<file path="config.mk">
export PLATFORM = sky130hd
export DESIGN_NAME = pipe_stage_reg
export DESIGN_NICKNAME = d
export VERILOG_FILES = /design/src/rtl/pipe_stage_reg_pkg.sv /design/src/rtl/pipe_stage_reg_slot.sv /design/src/rtl/pipe_stage_reg.sv
export SDC_FILE = /design/constraint.sdc
export NUM_CORES = 1
export LEC_CHECK = 0
export CORE_MARGIN = 4
export CORE_UTILIZATION = 38
export DETAILED_ROUTE_END_ITERATION = 10
export PLACE_DENSITY_LB_ADDON = 0.3
export SLEW_MARGIN = 20
export SYNTH_ARGS = -nofsm -noshare
export SYNTH_HDL_FRONTEND = slang
export SYNTH_HIERARCHICAL = 1
export SYNTH_SLANG_ARGS = --single-unit
</file>
<file path="constraint.sdc">
create_clock -name i_clk -period 2 [get_ports i_clk]
set_input_delay 0.2 -clock i_clk [delete_from_list [all_inputs] [get_ports i_clk]]
set_output_delay 0.2 -clock i_clk [all_outputs]
set_load 0.01 [all_outputs]
</file>
<file path="src/rtl/pipe_stage_reg_pkg.sv">
// Shared definitions for the inter-stage pipeline register: occupancy encoding
// and default bundle widths for the standard stage boundaries.
package pipe_stage_reg_pkg;

  localparam int DATA_W_DEF = 96;  // {ALU_OUT, MEM_OUT, PC}
  localparam int CTRL_W_DEF = 8;   // {RES, MEM_TO_REG, REG_WRITE_ENABLED, WRITE_ADDR}
  localparam int CNT_W_DEF  = 16;

  // Every control bit idle: no register write, no memory op.
  localparam logic CTRL_BUBBLE_BIT = 1'b0;

  // Occupancy encoded as {main_valid, skid_valid}.
  typedef enum logic [1:0] {
    ST_EMPTY = 2'b00,
    ST_ONE   = 2'b10,
    ST_TWO   = 2'b11
  } stage_st_e;

endpackage

</file>
<file path="src/rtl/pipe_stage_reg_slot.sv">
// One held bundle (data + control) with a valid flag. Clear drops the entry and
// parks control at the bubble value; data only changes on load.
module pipe_stage_reg_slot #(
  parameter int                DATA_W      = 96,
  parameter int                CTRL_W      = 8,
  parameter logic [CTRL_W-1:0] CTRL_BUBBLE = '0
) (
  input  logic              i_clk,
  input  logic              i_rst_n,
  input  logic              i_load,
  input  logic              i_clear,
  input  logic [DATA_W-1:0] i_data,
  input  logic [CTRL_W-1:0] i_ctrl,
  output logic              o_valid,
  output logic [DATA_W-1:0] o_data,
  output logic [CTRL_W-1:0] o_ctrl
);

  logic              r_valid;
  logic [DATA_W-1:0] r_data;
  logic [CTRL_W-1:0] r_ctrl;

  always_ff @(posedge i_clk or negedge i_rst_n) begin
    if (!i_rst_n) begin
      r_valid <= 1'b0;
      r_data  <= '0;
      r_ctrl  <= CTRL_BUBBLE;
    end else if (i_clear) begin
      r_valid <= 1'b0;
      r_ctrl  <= CTRL_BUBBLE;
    end else if (i_load) begin
      r_valid <= 1'b1;
      r_data  <= i_data;
      r_ctrl  <= i_ctrl;
    end
  end

  assign o_valid = r_valid;
  assign o_data  = r_data;
  assign o_ctrl  = r_ctrl;

endmodule

</file>
<file path="src/rtl/pipe_stage_reg.sv">
// Inter-stage pipeline register with valid/ready, stall, flush-to-bubble and an
// optional skid entry that makes in_ready a pure register output.
module pipe_stage_reg
  import pipe_stage_reg_pkg::*;
#(
  parameter int                DATA_W      = DATA_W_DEF,
  parameter int                CTRL_W      = CTRL_W_DEF,
  parameter logic [CTRL_W-1:0] CTRL_BUBBLE = {CTRL_W{CTRL_BUBBLE_BIT}},
  parameter bit                SKID        = 1'b0,
  parameter int                CNT_W       = CNT_W_DEF
) (
  input  logic              i_clk,
  input  logic              i_rst_n,
  input  logic              i_stall,
  input  logic              i_flush,
  input  logic              i_in_valid,
  output logic              o_in_ready,
  input  logic [DATA_W-1:0] i_in_data,
  input  logic [CTRL_W-1:0] i_in_ctrl,
  output logic              o_out_valid,
  input  logic              i_out_ready,
  output logic [DATA_W-1:0] o_out_data,
  output logic [CTRL_W-1:0] o_out_ctrl,
  output logic [CNT_W-1:0]  o_bp_cycles
);

  logic              w_m_valid, w_m_load, w_m_clear, w_accept, w_pop;
  logic [DATA_W-1:0] w_m_din;
  logic [CTRL_W-1:0] w_m_cin;
  logic [CNT_W-1:0]  r_bp;

  assign w_pop = w_m_valid & i_out_ready;

  pipe_stage_reg_slot #(
    .DATA_W(DATA_W), .CTRL_W(CTRL_W), .CTRL_BUBBLE(CTRL_BUBBLE)
  ) u_main (
    .i_clk(i_clk), .i_rst_n(i_rst_n), .i_load(w_m_load), .i_clear(w_m_clear),
    .i_data(w_m_din), .i_ctrl(w_m_cin),
    .o_valid(w_m_valid), .o_data(o_out_data), .o_ctrl(o_out_ctrl)
  );

  if (SKID) begin : g_skid
    logic              r_in_ready;
    logic              w_s_valid, w_s_load, w_s_clear, w_s_next, w_m_from_s;
    logic [DATA_W-1:0] w_s_data;
    logic [CTRL_W-1:0] w_s_ctrl;
    stage_st_e         w_state;

    // in_ready is registered and blind to stall, so stall gates the transfer here.
    assign w_accept = i_in_valid & r_in_ready & ~i_stall;

    always_comb begin
      w_state    = stage_st_e'({w_m_valid, w_s_valid});
      w_m_load   = 1'b0;
      w_m_clear  = 1'b0;
      w_s_load   = 1'b0;
      w_s_clear  = 1'b0;
      w_s_next   = 1'b0;
      w_m_from_s = 1'b0;
      case (w_state)
        ST_EMPTY: w_m_load = w_accept;
        ST_ONE: begin
          if (w_pop) begin
            w_m_load  = w_accept;
            w_m_clear = ~w_accept;
          end else begin
            w_s_load = w_accept;
            w_s_next = w_accept;
          end
        end
        ST_TWO: begin
          if (w_pop) begin
            w_m_load   = 1'b1;
            w_m_from_s = 1'b1;
            w_s_clear  = 1'b1;
          end else begin
            w_s_next = 1'b1;
          end
        end
        default: begin
          w_m_clear = 1'b1;
          w_s_clear = 1'b1;
        end
      endcase
      // Flush beats everything, including an accept completing this cycle.
      if (i_flush) begin
        w_m_load  = 1'b0;
        w_s_load  = 1'b0;
        w_m_clear = 1'b1;
        w_s_clear = 1'b1;
        w_s_next  = 1'b0;
      end
    end

    assign w_m_din = w_m_from_s ? w_s_data : i_in_data;
    assign w_m_cin = w_m_from_s ? w_s_ctrl : i_in_ctrl;

    pipe_stage_reg_slot #(
      .DATA_W(DATA_W), .CTRL_W(CTRL_W), .CTRL_BUBBLE(CTRL_BUBBLE)
    ) u_skid (
      .i_clk(i_clk), .i_rst_n(i_rst_n), .i_load(w_s_load), .i_clear(w_s_clear),
      .i_data(i_in_data), .i_ctrl(i_in_ctrl),
      .o_valid(w_s_valid), .o_data(w_s_data), .o_ctrl(w_s_ctrl)
    );

    always_ff @(posedge i_clk or negedge i_rst_n) begin
      if (!i_rst_n) r_in_ready <= 1'b0;
      else          r_in_ready <= ~w_s_next;
    end

    assign o_in_ready = r_in_ready;
  end else begin : g_single
    logic w_in_ready;

    assign w_in_ready = ~i_stall & (~w_m_valid | i_out_ready);
    assign w_accept   = i_in_valid & w_in_ready;
    assign w_m_load   = w_accept & ~i_flush;
    assign w_m_clear  = i_flush | (w_pop & ~w_accept);
    assign w_m_din    = i_in_data;
    assign w_m_cin    = i_in_ctrl;
    assign o_in_ready = w_in_ready;
  end

  always_ff @(posedge i_clk or negedge i_rst_n) begin
    if (!i_rst_n)                                r_bp <= '0;
    else if (w_m_valid & ~i_out_ready & ~&r_bp)  r_bp <= r_bp + CNT_W'(1);
  end

  assign o_out_valid = w_m_valid;
  assign o_bp_cycles = r_bp;

endmodule

</file>
==> run summary, run 1 <==
Vias: 3508
H-Tree Depth: 4
Largest net degree at the start of global routing: 66
Share of layout cells above drive strength 1: 27.3%
Worst setup margin: 173 ps
Worst-Margin Slew: 356 ps
Pwr Density: 1100 nW/um^2
Clock-pin slew on the worst setup and hold paths: 60 ps
Syn Nets: 423
Max-slew headroom: 76.3%
Num CTS Buffers: 17
Max Buffers Root-to-Sink: 2
Setup TNS: 0 ps
Critical path peak fanout: 46
Hold Path Class: input port to asynchronous set/reset pin
Nets@finish: 673
First-pass DRT Iterations: 4
Multi-input gate area: 1840 um^2
Max-cap violations: 0
Worst setup path startpoint: u_main/o_valid
Mean number of vias per cell: 4.70
Crit Path Category: flip-flop to flip-flop
Most frequent cells in the layout: clkdlybuf4s50_1, dfrtp_1, mux2_2, mux2_4, clkbuf_16
Yosys reg bits: 121
GP Congestion: 0.794
Commonest non-fill, non-tap cell in the layout: clkdlybuf4s50_1
Finished Cell Area: 8310 um^2
Unrepaired setup endpoints after global routing: no
WL per Instance: 17.3 um
VDD IR-drop max: 0.570 mV
# diodes: 0
Clk network pwr share: 39.2%
DRT iter0 DRCs: 124
CTS sink count: 121
Avg Inst Size Synth: 16.2 um^2
TritonCTS clock tree: yes
Net Sw Power: 2.18 mW
Hold Violations, Final: 0
DP Area: 7600 um^2
Vias in the first global route: 3810
Worst skew pair latency: 400 ps
CTS root buffer: clkbuf_16
Top-level I/O count: 232
Initial antenna violation count: 0
Pleak: 3.54 nW
Unique masters post-synth: 39
FF-to-FF Start: u_main/o_valid
Status: finished clean
Dpl hpwl: 9.62 mm
I/O Buffers: 231
Final core occ: 64.8%
Antenna-violating nets left: 0
Total Power: 9.14 mW
Placed cell count: 714
Starting density of the core: 39.4%
Synth Warn #: 6
Die W: 123 um
CP Data Arrival Time: 2110 ps
Comb pwr share: 25.2%
Register share of total power: 35.6%
First-pass GRT wire length: 20.0 mm
Area Growth Syn to Fin: 64.4%
Grt total ovfl: 0
Die area: 15200 um^2
Core Area: 12800 um^2
Fin cells: 747
Sw Share: 23.9%
Int Pwr: 6.96 mW
GR Util All Layers: 17.1%
Residual DRC: 0
Routed WL: 12.9 mm
Netlist Area Pre-Place: 5050 um^2
Worst Skew: 6.62 ps
Dpl ws: -99.6 ps
Sequential area share after synthesis: 59.9%
Tcrit/Tclk final: 91.3%
Num rows: 41
FF/Latch Area: 3030 um^2
Final Critical Period: 1830 ps
Slew Limit Fails: 0
CP Capture Type: flip-flop
Final setup vio count: 0
Fmax: 547 MHz
Worst EP required: 2280 ps
Chip Height: 123 um
CP startpoint kind: flip-flop
Hold Slack: 354 ps
Post-synthesis cell count: 312
Filler instances: 973
## area by class of cell
type,instances,area share (%)
clock buffers,17,5.12
clock inverters,15,3.27
inverters,1,0.0452
multi-input cells,175,22.2
flip-flops and latches,121,36.4
well taps,172,2.59
repair buffers,246,30.4
## registers in the layout (all words and copies together) (netlist names)
| name | cells |
|---|---|
| u_main/o_data | 96 |
| o_bp_cycles | 16 |
| u_main/o_ctrl | 8 |
| u_main/o_valid | 1 |
## what timing repair did
action                     CTS  global route
hold buffers                 1             0
hold endpoints to repair   121             0
resized for setup            2             0
setup endpoints to repair    1             0
setup buffers                0             0
## power groups by stage
stage	registers [mW]	clock network [mW]	logic, mW
finish	3.25	3.58	2.31
global route	3.32	3.76	2.46
CTS	3.26	3.65	2.35
detailed placement	3.29	0	2.33
global placement	3.27	0	2.30
floorplan	3.50	0	0.630
## path summary, 6_finish.rpt
| kind | to | slack [ps] | cells past startpoint |
|---|---|---|---|
| worst max register to register | u_main/o_data[33] | 170 | 5 |
| max in group asynchronous | u_main/o_data[1] | 1340 | 3 |
| worst min register to register | u_main/o_data[50] | 510 | 1 |
| worst min-delay path | u_main/o_data[74] | 350 | 3 |
| worst max-delay path | u_main/o_data[33] | 170 | 5 |
| min in group i_clk | u_main/o_data[28] | 410 | 2 |
## synthesized netlist by cell type
| library cell | instances | area [um^2] |
|---|---|---|
| nor4_2 | 1 | 12.5 |
| nor2b_4 | 1 | 13.8 |
| mux2i_1 | 8 | 80.1 |
| ha_1 | 1 | 12.5 |
| nand4_1 | 4 | 25.0 |
| and3_1 | 1 | 6.26 |
| nor4_4 | 1 | 21.3 |
| nand4_4 | 1 | 21.3 |
| and4_2 | 1 | 10.0 |
| nand2_4 | 1 | 11.3 |
| mux2_2 | 56 | 631 |
| and4_1 | 1 | 8.76 |
| a21oi_1 | 1 | 5.00 |
| inv_1 | 1 | 3.75 |
| buf_4 | 6 | 45.0 |
| nand4_2 | 1 | 12.5 |
| xnor2_1 | 9 | 78.8 |
| nand4b_1 | 1 | 8.76 |
| xor2_1 | 5 | 43.8 |
| nor3_1 | 3 | 15.0 |
| nor2_1 | 13 | 48.8 |
| mux2_1 | 1 | 11.3 |
| clkbuf_8 | 1 | 13.8 |
| a31o_2 | 1 | 8.76 |
| and4_4 | 1 | 11.3 |
| mux2_4 | 40 | 601 |
| buf_12 | 5 | 100 |
| a211oi_1 | 1 | 7.51 |
| and3_2 | 1 | 7.51 |
| nor2b_1 | 1 | 6.26 |
| nor4b_4 | 1 | 23.8 |
| nand2b_1 | 1 | 6.26 |
| and2_4 | 1 | 8.76 |
| o21ai_0 | 2 | 10.0 |
| dfrtp_1 | 121 | 3030 |
| nand3_1 | 6 | 30.0 |
| nand2_1 | 7 | 26.3 |
| buf_6 | 3 | 33.8 |
| and2_1 | 1 | 6.26 |
## critical path, stage by stage (launching register included)
cell and delay (ps):
dfrtp_1 420, nor2b_2 190, nor3_4 170, nor2b_4 230, buf_12 270, mux2_2 380
## cell families (layout without fill, tap and decap cells)
kind of cell | Yosys count | in the layout | share of synthesized area (%)
buffers and inverters | 16 | 279 | 3.89
adder cells (fa/ha/maj) | 1 | 1 | 0.247
multiplexers | 105 | 105 | 26.2
AO/OA/AOI/OAI | 5 | 5 | 0.619
flip-flops | 121 | 121 | 59.9
AND/OR/NAND/NOR | 50 | 50 | 6.76
XOR/XNOR | 14 | 14 | 2.43
## metal layers
metal | track usage, % | part of all wire [%] | up-vias | wire length [um]
li1 | - | - | 1609 | -
met1 | 19.7 | 40 | 1707 | 5120
met2 | 27.5 | 47 | 171 | 6040
met3 | 8.42 | 12 | 21 | 1560
met4 | 6.71 | 1.6 | 0 | 203
met5 | 0 | 0 | - | 0
(Power assumes the default switching activity.)
==> run 2, diff against run 1 <==
- CELL_PAD_IN_SITES_DETAIL_PLACEMENT: not set -> 0
- CELL_PAD_IN_SITES_GLOBAL_PLACEMENT: not set -> 1
- CORE_UTILIZATION: 38 -> 29
- CTS_CLUSTER_SIZE: not set -> 12
==> run 2 against run 1 <==
- wire length rose by 3.7%
- setup slack improved by 11 ps
- critical path depth rose by 1
- sequential share of layout area barely moved
- highest routed layer unchanged
- count of clock-buffer cells in the layout rose by 4
- fmax rose by 0.62%
- power fell by 5.0%
==> run summary, run 2 (synthesis results as in run 1) <==
Worst Skew: 4.21 ps (-2.41 ps)
Crit path buffers/inverters: 2 (+1)
Crit-path max cell delay: 410 ps (about the same)
GR Util All Layers: 14.0% (-3.1 points)
CTS sink count: 121 (unchanged)
Worst-path cell with the longest stage delay: dfrtp_1
Fmax: 551 MHz (+0.62%)
Comb pwr share: 26.5% (+1.3 points)
Status: finished clean
Die W: 140 um (+14%)
Crit-path cells: nor2b_2, nor3_4, nor2b_4, buf_12, buf_4, mux2_4
Initial antenna violation count: 0 (unchanged)
Grt total ovfl: 0 (unchanged)
VDD IR-drop max: 0.543 mV (-4.8%)
FF/Latch Area: 3030 um^2 (unchanged)
Worst-Margin Slew: 704 ps (+348 ps)
Num CTS Buffers: 17 (unchanged)
Fin cells: 804 (+7.6%)
GP Congestion: 0.785 (-1.1%)
Critical path peak fanout: 17 (-63%)
Net Sw Power: 2.14 mW (-1.9%)
Top-level I/O count: 232 (unchanged)
Final setup vio count: 0 (unchanged)
Largest net degree at the start of global routing: 122 (+85%)
Dpl ws: -131 ps (-31.8 ps)
Max-cap violations: 0 (unchanged)
WL per Instance: 16.7 um (-3.6%)
Core Area: 17200 um^2 (+34%)
DRT iter0 DRCs: 128 (+3.2%)
Hold Slack: 392 ps (+37.7 ps)
Worst skew pair latency: 400 ps (about the same)
Worst EP required: 2280 ps (about the same)
Total Power: 8.69 mW (-5.0%)
Nets@finish: 677 (+0.59%)
Hold Path Class: input port to asynchronous set/reset pin
Family with the most delay on the worst path: simple AND/OR/NAND/NOR gates
Placed cell count: 771 (+8.0%)
Mean number of vias per cell: 4.34 (-7.7%)
Worst setup margin: 185 ps (+11.2 ps)
CTS root buffer: clkbuf_16
Die area: 19600 um^2 (+29%)
FF-to-FF Start: u_main/o_valid
Max Buffers Root-to-Sink: 2 (unchanged)
Starting density of the core: 29.4% (-10 points)
DP Area: 7670 um^2 (+0.94%)
Tcrit/Tclk final: 90.8% (-0.56 points)
Residual DRC: 0 (unchanged)
H-Tree Depth: 4 (unchanged)
Int Pwr: 6.54 mW (-5.9%)
Routed WL: 13.4 mm (+3.7%)
Multi-input gate area: 1840 um^2 (unchanged)
Antenna-violating nets left: 0 (unchanged)
Pwr Density: 1050 nW/um^2 (-4.8%)
Setup TNS: 0 ps (unchanged)
Vias: 3486 (-0.63%)
Hold Violations, Final: 0 (unchanged)
CP startpoint kind: flip-flop
Most frequent cells in the layout: clkdlybuf4s50_1, dfrtp_1, mux2_2, mux2_4, clkbuf_16
Clock-pin slew on the worst setup and hold paths: 50 ps (about the same)
Worst setup path startpoint: u_main/o_valid
Register share of total power: 37.4% (+1.8 points)
First-pass DRT Iterations: 4 (unchanged)
Final core occ: 48.3% (-16 points)
Pleak: 3.52 nW (-0.59%)
Crit Path Category: flip-flop to flip-flop
Final Critical Period: 1820 ps (-11.2 ps)
Max-slew headroom: 53.1% (-23 points)
Largest register FFs: 96 (unchanged)
# diodes: 0 (unchanged)
First-pass GRT wire length: 21.8 mm (+8.7%)
Unrepaired setup endpoints after global routing: no
Filler instances: 1523 (+57%)
Dpl hpwl: 9.90 mm (+2.9%)
Commonest non-fill, non-tap cell in the layout: clkdlybuf4s50_1
CP Data Arrival Time: 2100 ps (about the same)
Area Growth Syn to Fin: 64.2%
Vias in the first global route: 3863 (+1.4%)
Finished Cell Area: 8300 um^2 (-0.14%)
I/O Buffers: 231 (unchanged)
TritonCTS clock tree: yes
Chip Height: 140 um (+14%)
Clk network pwr share: 36.2% (-3.0 points)
Slew Limit Fails: 0 (unchanged)
CP Capture Type: flip-flop
Share of layout cells above drive strength 1: 27.6% (+0.33 points)
Num rows: 48 (+17%)
Sw Share: 24.7% (+0.78 points)
==> run 2: final cells by class <==
class                   count  share of cell area [%]
well taps                 225                    3.39
clock inverters            11                    1.73
multi-input cells         175                    22.2
clock buffers              21                    5.67
repair buffers            250                    30.5
inverters                   1                  0.0452
flip-flops and latches    121                    36.5
==> run 2: what timing repair did <==
item                       in CTS  in global routing
resized for setup               2                  0
hold endpoints to repair      121                  0
hold buffers                    1                  0
buffers inserted                0                  0
setup endpoints to repair       1                  0
==> run 2: final timing paths <==
kind                                     end  slack [ps]  cells after the start
setup / recovery           u_main/o_data[80]         180                      6
hold / removal             u_main/o_data[53]         390                      3
setup reg to reg           u_main/o_data[80]         180                      6
hold reg to reg              o_bp_cycles[15]         500                      1
max in group asynchronous    o_bp_cycles[10]        1030                      3
min in group i_clk         u_main/o_data[94]         410                      2
==> run 2: tightest hold or removal path, cell delays in order <==
cell,delay [ps]
dlygate4sd3_1,530
buf_4,120
buf_12,420
==> run 2: power by group through the flow <==
| stage | clock [mW] | sequential (mW) | combinational, mW |
|---|---|---|---|
| final | 3.14 | 3.25 | 2.30 |
| after floorplan | 0 | 3.50 | 0.630 |
| after global placement | 0 | 3.27 | 2.30 |
| after global routing | 3.36 | 3.32 | 2.44 |
| after CTS | 3.25 | 3.25 | 2.34 |
| after detailed placement | 0 | 3.29 | 2.32 |
==> run 2: per-layer routing <==
metal,GRT usage (%),vias to the layer above,wire (um),part of all wire [%]
met4,5.41,0,182,1.4
met3,5.60,12,1140,8.5
met5,0,-,0,0
li1,-,1612,-,-
met2,21.3,163,5990,45
met1,18.1,1699,6080,45
==> run 3, diff against run 2 <==
- CTS_CLUSTER_DIAMETER: not set -> 200
==> results of run 3 <==
No change in the layout: final DEF, timing and power equal those of run 2.
==> RTL edit 1 (settings of run 3) <==
Change the parameter `SKID` from 1'b0 to 1'b1.
--- a/src/rtl/pipe_stage_reg.sv
+++ b/src/rtl/pipe_stage_reg.sv
@@ -7,5 +7,5 @@
   parameter int                CTRL_W      = CTRL_W_DEF,
   parameter logic [CTRL_W-1:0] CTRL_BUBBLE = {CTRL_W{CTRL_BUBBLE_BIT}},
-  parameter bit                SKID        = 1'b0,
+  parameter bit                SKID        = 1'b1,
   parameter int                CNT_W       = CNT_W_DEF
 ) (
Function: changed (Yosys sat finds a counterexample within 4 cycles, from zero or initial values and one cycle with i_rst_n low).
==> RTL edit 1 against run 3 <==
Count of clock-buffer cells in the layout grew 4; sequential cell count is 106 higher; die area increased by 100%; cell count rose by 80%; total power grew 51%; hold slack lost 220 ps; synthesized cell count rose by 120%; area after synthesis rose by 110%; wire length grew 110%; setup slack lost 320 ps; the flow now finishes with violations (negative setup slack); cell area up 85%; global-route usage is 0.46 points lower.
==> RTL edit 1: results (changes against run 3) <==
metric	value	unit	change
Max Root-Sink Buffers	3		+1
FF-to-FF path depth	8		+2
CP delay by family, top	flip-flops		
Synth Area in XOR/XNOR	0.01165		-0.01261
commonest cells in the netlist	227 x dfrtp_1, 216 x mux2_2, 81 x mux2_4		
Final setup viols	121		+121
placer congestion estimate	0.7565		-3.6%
post-synthesis mux area share	0.3619		+0.1003
cts bufs inserted	22		+5
vias in the first global route	7145		+85%
Syn Nets	795		+88%
first-pass GRT wire length	42.64	mm	+96%
fin worst setup slack	-133.8	ps	-318.4 ps
skew final	12.63	ps	+8.417 ps
clk_lat worst skew	510	ps	+110 ps
met3 GRT Util	0.04980		-0.006195
Post-Synth Adder-Cell Area	0.007134		+0.004658
Final Total Pwr	13.09	mW	+51%
Vias/cell	4.530		+4.5%
initial antenna violation count	4		+4
Hold Slack	167.5	ps	-224.6 ps
largest net degree at the start of global routing	51		-58%
Seq/Total Area, Yosys	0.5398		-0.05924
CTS HTree Levels	1		-3
Leakage	6.823	nW	+94%
VDD IR max	0.0005283	V	-2.6%
Flop pwr share	0.453		+0.079
Arr. time, crit path	2530	ps	+430 ps
post-DP HPWL	17.96	mm	+81%
status	complete, but fails checks		
failing checks	negative setup slack		
metal2 WL	12.33	mm	+110%
top cells by area, synth	dfrtp_1 54%, mux2_2 23%, mux2_4 12%		
met1 WL	12.95	mm	+110%
Tot GR Track Use	0.1356		-0.004576
## RTL edit 1: cell count changes after synthesis, moves of 5 or more
cell      delta
mux2_4      +41
xor2_1       +9
xnor2_1      -9
buf_2        +6
clkbuf_1     +6
mux2_2     +160
dfrtp_1    +106
buf_4        +6
nor2_1      +11
mux2i_1      +8
ha_1         +5
nor3_1       +7
buf_12       +5
## RTL edit 1: cell type report
cell class	instances	area, sq um
Tap cell	461	576.8
Clock buffer	25	583.1
Sequential cell	227	5682
Inverter	3	11.26
Timing Repair Buffer	317	3578
Fill cell	3251	20300
Multi-Input combinational cell	411	4925
Antenna cell	1	2.502
## RTL edit 1: cell families (layout without fill, tap and decap cells)
kind of cell / after synthesis / count (layout)
mux: 313 / 313
flops: 227 / 227
simple gates: 71 / 71
buf+inv: 41 / 345
xor+xnor: 14 / 14
compound gates: 7 / 7
fa+ha+maj: 6 / 6
other cells: 0 / 1
==> RTL edit 2 (config.mk and constraints of run 3) <==
Made on the original files. Make the reset (`i_rst_n`) synchronous in 3 clocked blocks.
--- a/src/rtl/pipe_stage_reg_slot.sv
+++ b/src/rtl/pipe_stage_reg_slot.sv
@@ -21,5 +21,5 @@
   logic [CTRL_W-1:0] r_ctrl;
 
-  always_ff @(posedge i_clk or negedge i_rst_n) begin
+  always_ff @(posedge i_clk) begin
     if (!i_rst_n) begin
       r_valid <= 1'b0;
--- a/src/rtl/pipe_stage_reg.sv
+++ b/src/rtl/pipe_stage_reg.sv
@@ -104,5 +104,5 @@
     );
 
-    always_ff @(posedge i_clk or negedge i_rst_n) begin
+    always_ff @(posedge i_clk) begin
       if (!i_rst_n) r_in_ready <= 1'b0;
       else          r_in_ready <= ~w_s_next;
@@ -122,5 +122,5 @@
   end
 
-  always_ff @(posedge i_clk or negedge i_rst_n) begin
+  always_ff @(posedge i_clk) begin
     if (!i_rst_n)                                r_bp <= '0;
     else if (w_m_valid & ~i_out_ready & ~&r_bp)  r_bp <= r_bp + CNT_W'(1);
Function: differs if i_rst_n is asserted again (counterexample within 4 cycles, from zero or initial values and one cycle with i_rst_n low); with i_rst_n held inactive, the same outputs for 4 cycles.
==> RTL edit 2 against run 3 <==
Cell count up 26%; synthesized cell count up 77%; cell area down 0.83%; critical path depth down 1; wire length up 14%; area after synthesis about the same; critical endpoint is now o_bp_cycles[9]$_SDFFE_PN0P_; clock skew up 2.1 ps; setup slack worse by 9.2 ps; sequential cell count unchanged; die area about the same.
Power is not compared: it rests on default switching activity, and its combinational part moved more than twofold at a synthesized area within 25%.
==> RTL edit 2: results (changes against run 3) <==
metric	value	unit	change
port bufs	231		unchanged
Tot GR Track Use	0.1521		+0.01193
Rel. slew slack	0.6272		+0.09657
WL final	15.23	mm	+14%
Max Used Layer	met4		
Arr. time, crit path	2150	ps	+50 ps
switching pwr	1.373	mW	
vias in the first global route	4643		+20%
met1 WL	6.322	mm	+4.0%
post-DP HPWL	11.31	mm	+14%
layout cell share with drive strength beyond 1	0.07080		-0.2055
Max FO, Critical Path	9		-8
metal2 WL	7.605	mm	+27%
EDFF count, synth	0		unchanged
Antenna diodes	0		unchanged
Critical Path Slowest Stage Cell	or4_1		
Syn Nets	663		+57%
drt pass-1 iters	5		+1
initial antenna violation count	0		unchanged
CTS clk-pin slew, worst paths	50	ps	about the same
Leakage	2.914	nW	
max incr delay on CP	530	ps	+120 ps
most common flop cell mapped by yosys	dfxtp_1		
# placed instances	980		+27%
clock tree root driver cell	clkbuf_16		
Iter 0 DRT Violations	195		+52%
Placed Instance Area	7585	sq um	-1.2%
max FFs per register	96		unchanged
Async S/R FF share, synth	0		-1.000
CTS HTree Levels	4		unchanged
status	finished, final reports clean		
largest net degree at the start of global routing	72		-41%
unique cell type count in the Yosys netlist	35		-10%
clk_lat worst skew	400	ps	about the same
cts bufs inserted	17		unchanged
commonest cells in the netlist	200 x nand2_1, 121 x dfxtp_1, 105 x mux2i_1		
first-pass GRT wire length	23.98	mm	+10%
nets@finish	890		+31%
Yosys Warn Count	6		unchanged
met3 GRT Util	0.05147		-0.004526
VDD IR max	0.0005506	V	
via count	4622		+33%
Seq/Total Area, Yosys	0.4797		-0.1193
Worst Hold Class	input pin to flop		
placer congestion estimate	0.7765		-1.1%
met3 WL post-DR	1.069	mm	-6.6%
skew final	6.305	ps	+2.096 ps
top cells by area, synth	dfxtp_1 48%, mux2i_1 21%, nand2_1 15%		
met1 track demand over resource	0.1751		-0.005400
Setup Buffers After CTS	0		unchanged
Max Root-Sink Buffers	2		unchanged
met2 usage	0.2613		+0.04862
Vias/cell	4.572		+5.4%
Syn Area/Cell	9.148	sq um	-44%
==> RTL edit 2: cell count changes in the layout (fill, tap and decap cells not counted), moves of 9 or more <==
cell,run 3,this run
xnor2_1,9,0
mux2_4,40,0
dfrtp_1,121,0
a21oi_1,1,15
o31ai_1,0,10
dfxtp_1,0,121
or4_1,0,9
nand2_1,7,200
mux2i_1,8,105
mux2_2,56,0
==> RTL edit 2: final cells by class <==
type | instances | area, sq um
Clock buffer | 17 | 425.4
Clock inverter | 14 | 222.7
Fill cell | 1576 | 8587
Inverter | 4 | 15.01
Multi-Input combinational cell | 389 | 2346
Sequential cell | 121 | 2422
Tap cell | 220 | 275.3
Timing Repair Buffer | 246 | 2525
==> RTL edit 2: critical path: cells and delay by family, from the launching register on <==
kind	cells	cell delay (ps)
AOI/OAI and AO/OA	1	150
DFF	1	340
and+or+nand+nor	3	1030
adders and majority gates	1	240
==> RTL edit 2: path summary, 6_finish.rpt <==
| kind | from | to | slack (ps) | depth (start not counted) |
|---|---|---|---|---|
| setup reg to reg | o_bp_cycles[0]$_SDFFE_PN0P_ | o_bp_cycles[9]$_SDFFE_PN0P_ | 180 | 5 |
| hold / removal | i_rst_n | u_main/o_data[40]$_SDFFE_PN0P_ | 290 | 3 |
| hold reg to reg | u_main/o_data[77]$_SDFFE_PN0P_ | u_main/o_data[77]$_SDFFE_PN0P_ | 460 | 2 |
| setup / recovery | o_bp_cycles[0]$_SDFFE_PN0P_ | o_bp_cycles[9]$_SDFFE_PN0P_ | 180 | 5 |
==> RTL edit 2: through the flow <==
step / worst slack [ps] / TNS, ps
2_1_floorplan: 232.4 / 0
3_3_place_gp: 56.76 / 0
3_5_place_dp: -35.36 / -97.17
4_1_cts: 185.9 / 0
5_1_grt: 24.69 / 0
6_report: 175.4 / 0
==> RTL edit 2: power groups by stage <==
| stage | Combinational [mW] | Sequential (mW) | Clock (mW) |
|---|---|---|---|
| 2_1_floorplan | 0.199 | 2.55 | 0 |
| 3_3_place_gp | 0.573 | 2.53 | 0 |
| 3_5_place_dp | 0.582 | 2.53 | 0 |
| 4_1_cts | 0.585 | 2.48 | 3.44 |
| 5_1_grt | 0.622 | 2.49 | 3.55 |
| 6_report | 0.576 | 2.48 | 3.34 |
==> RTL edit 2: kinds of logic (layout without fill, tap and decap cells) <==
group / count (synthesis) / after routing / share of synthesized area
simple gates: 251 / 251 / 0.2156
compound gates: 32 / 32 / 0.03741
flops: 121 / 121 / 0.4797
fa+ha+maj: 1 / 1 / 0.002477
buf+inv: 42 / 281 / 0.05674
mux: 105 / 105 / 0.2081
==> RTL edit 2: what timing repair did <==
action / in CTS / in global routing
endpoints found under the setup margin: 1 / 0
endpoints found under the hold margin: 0 / 0
resized for setup: 1 / 0
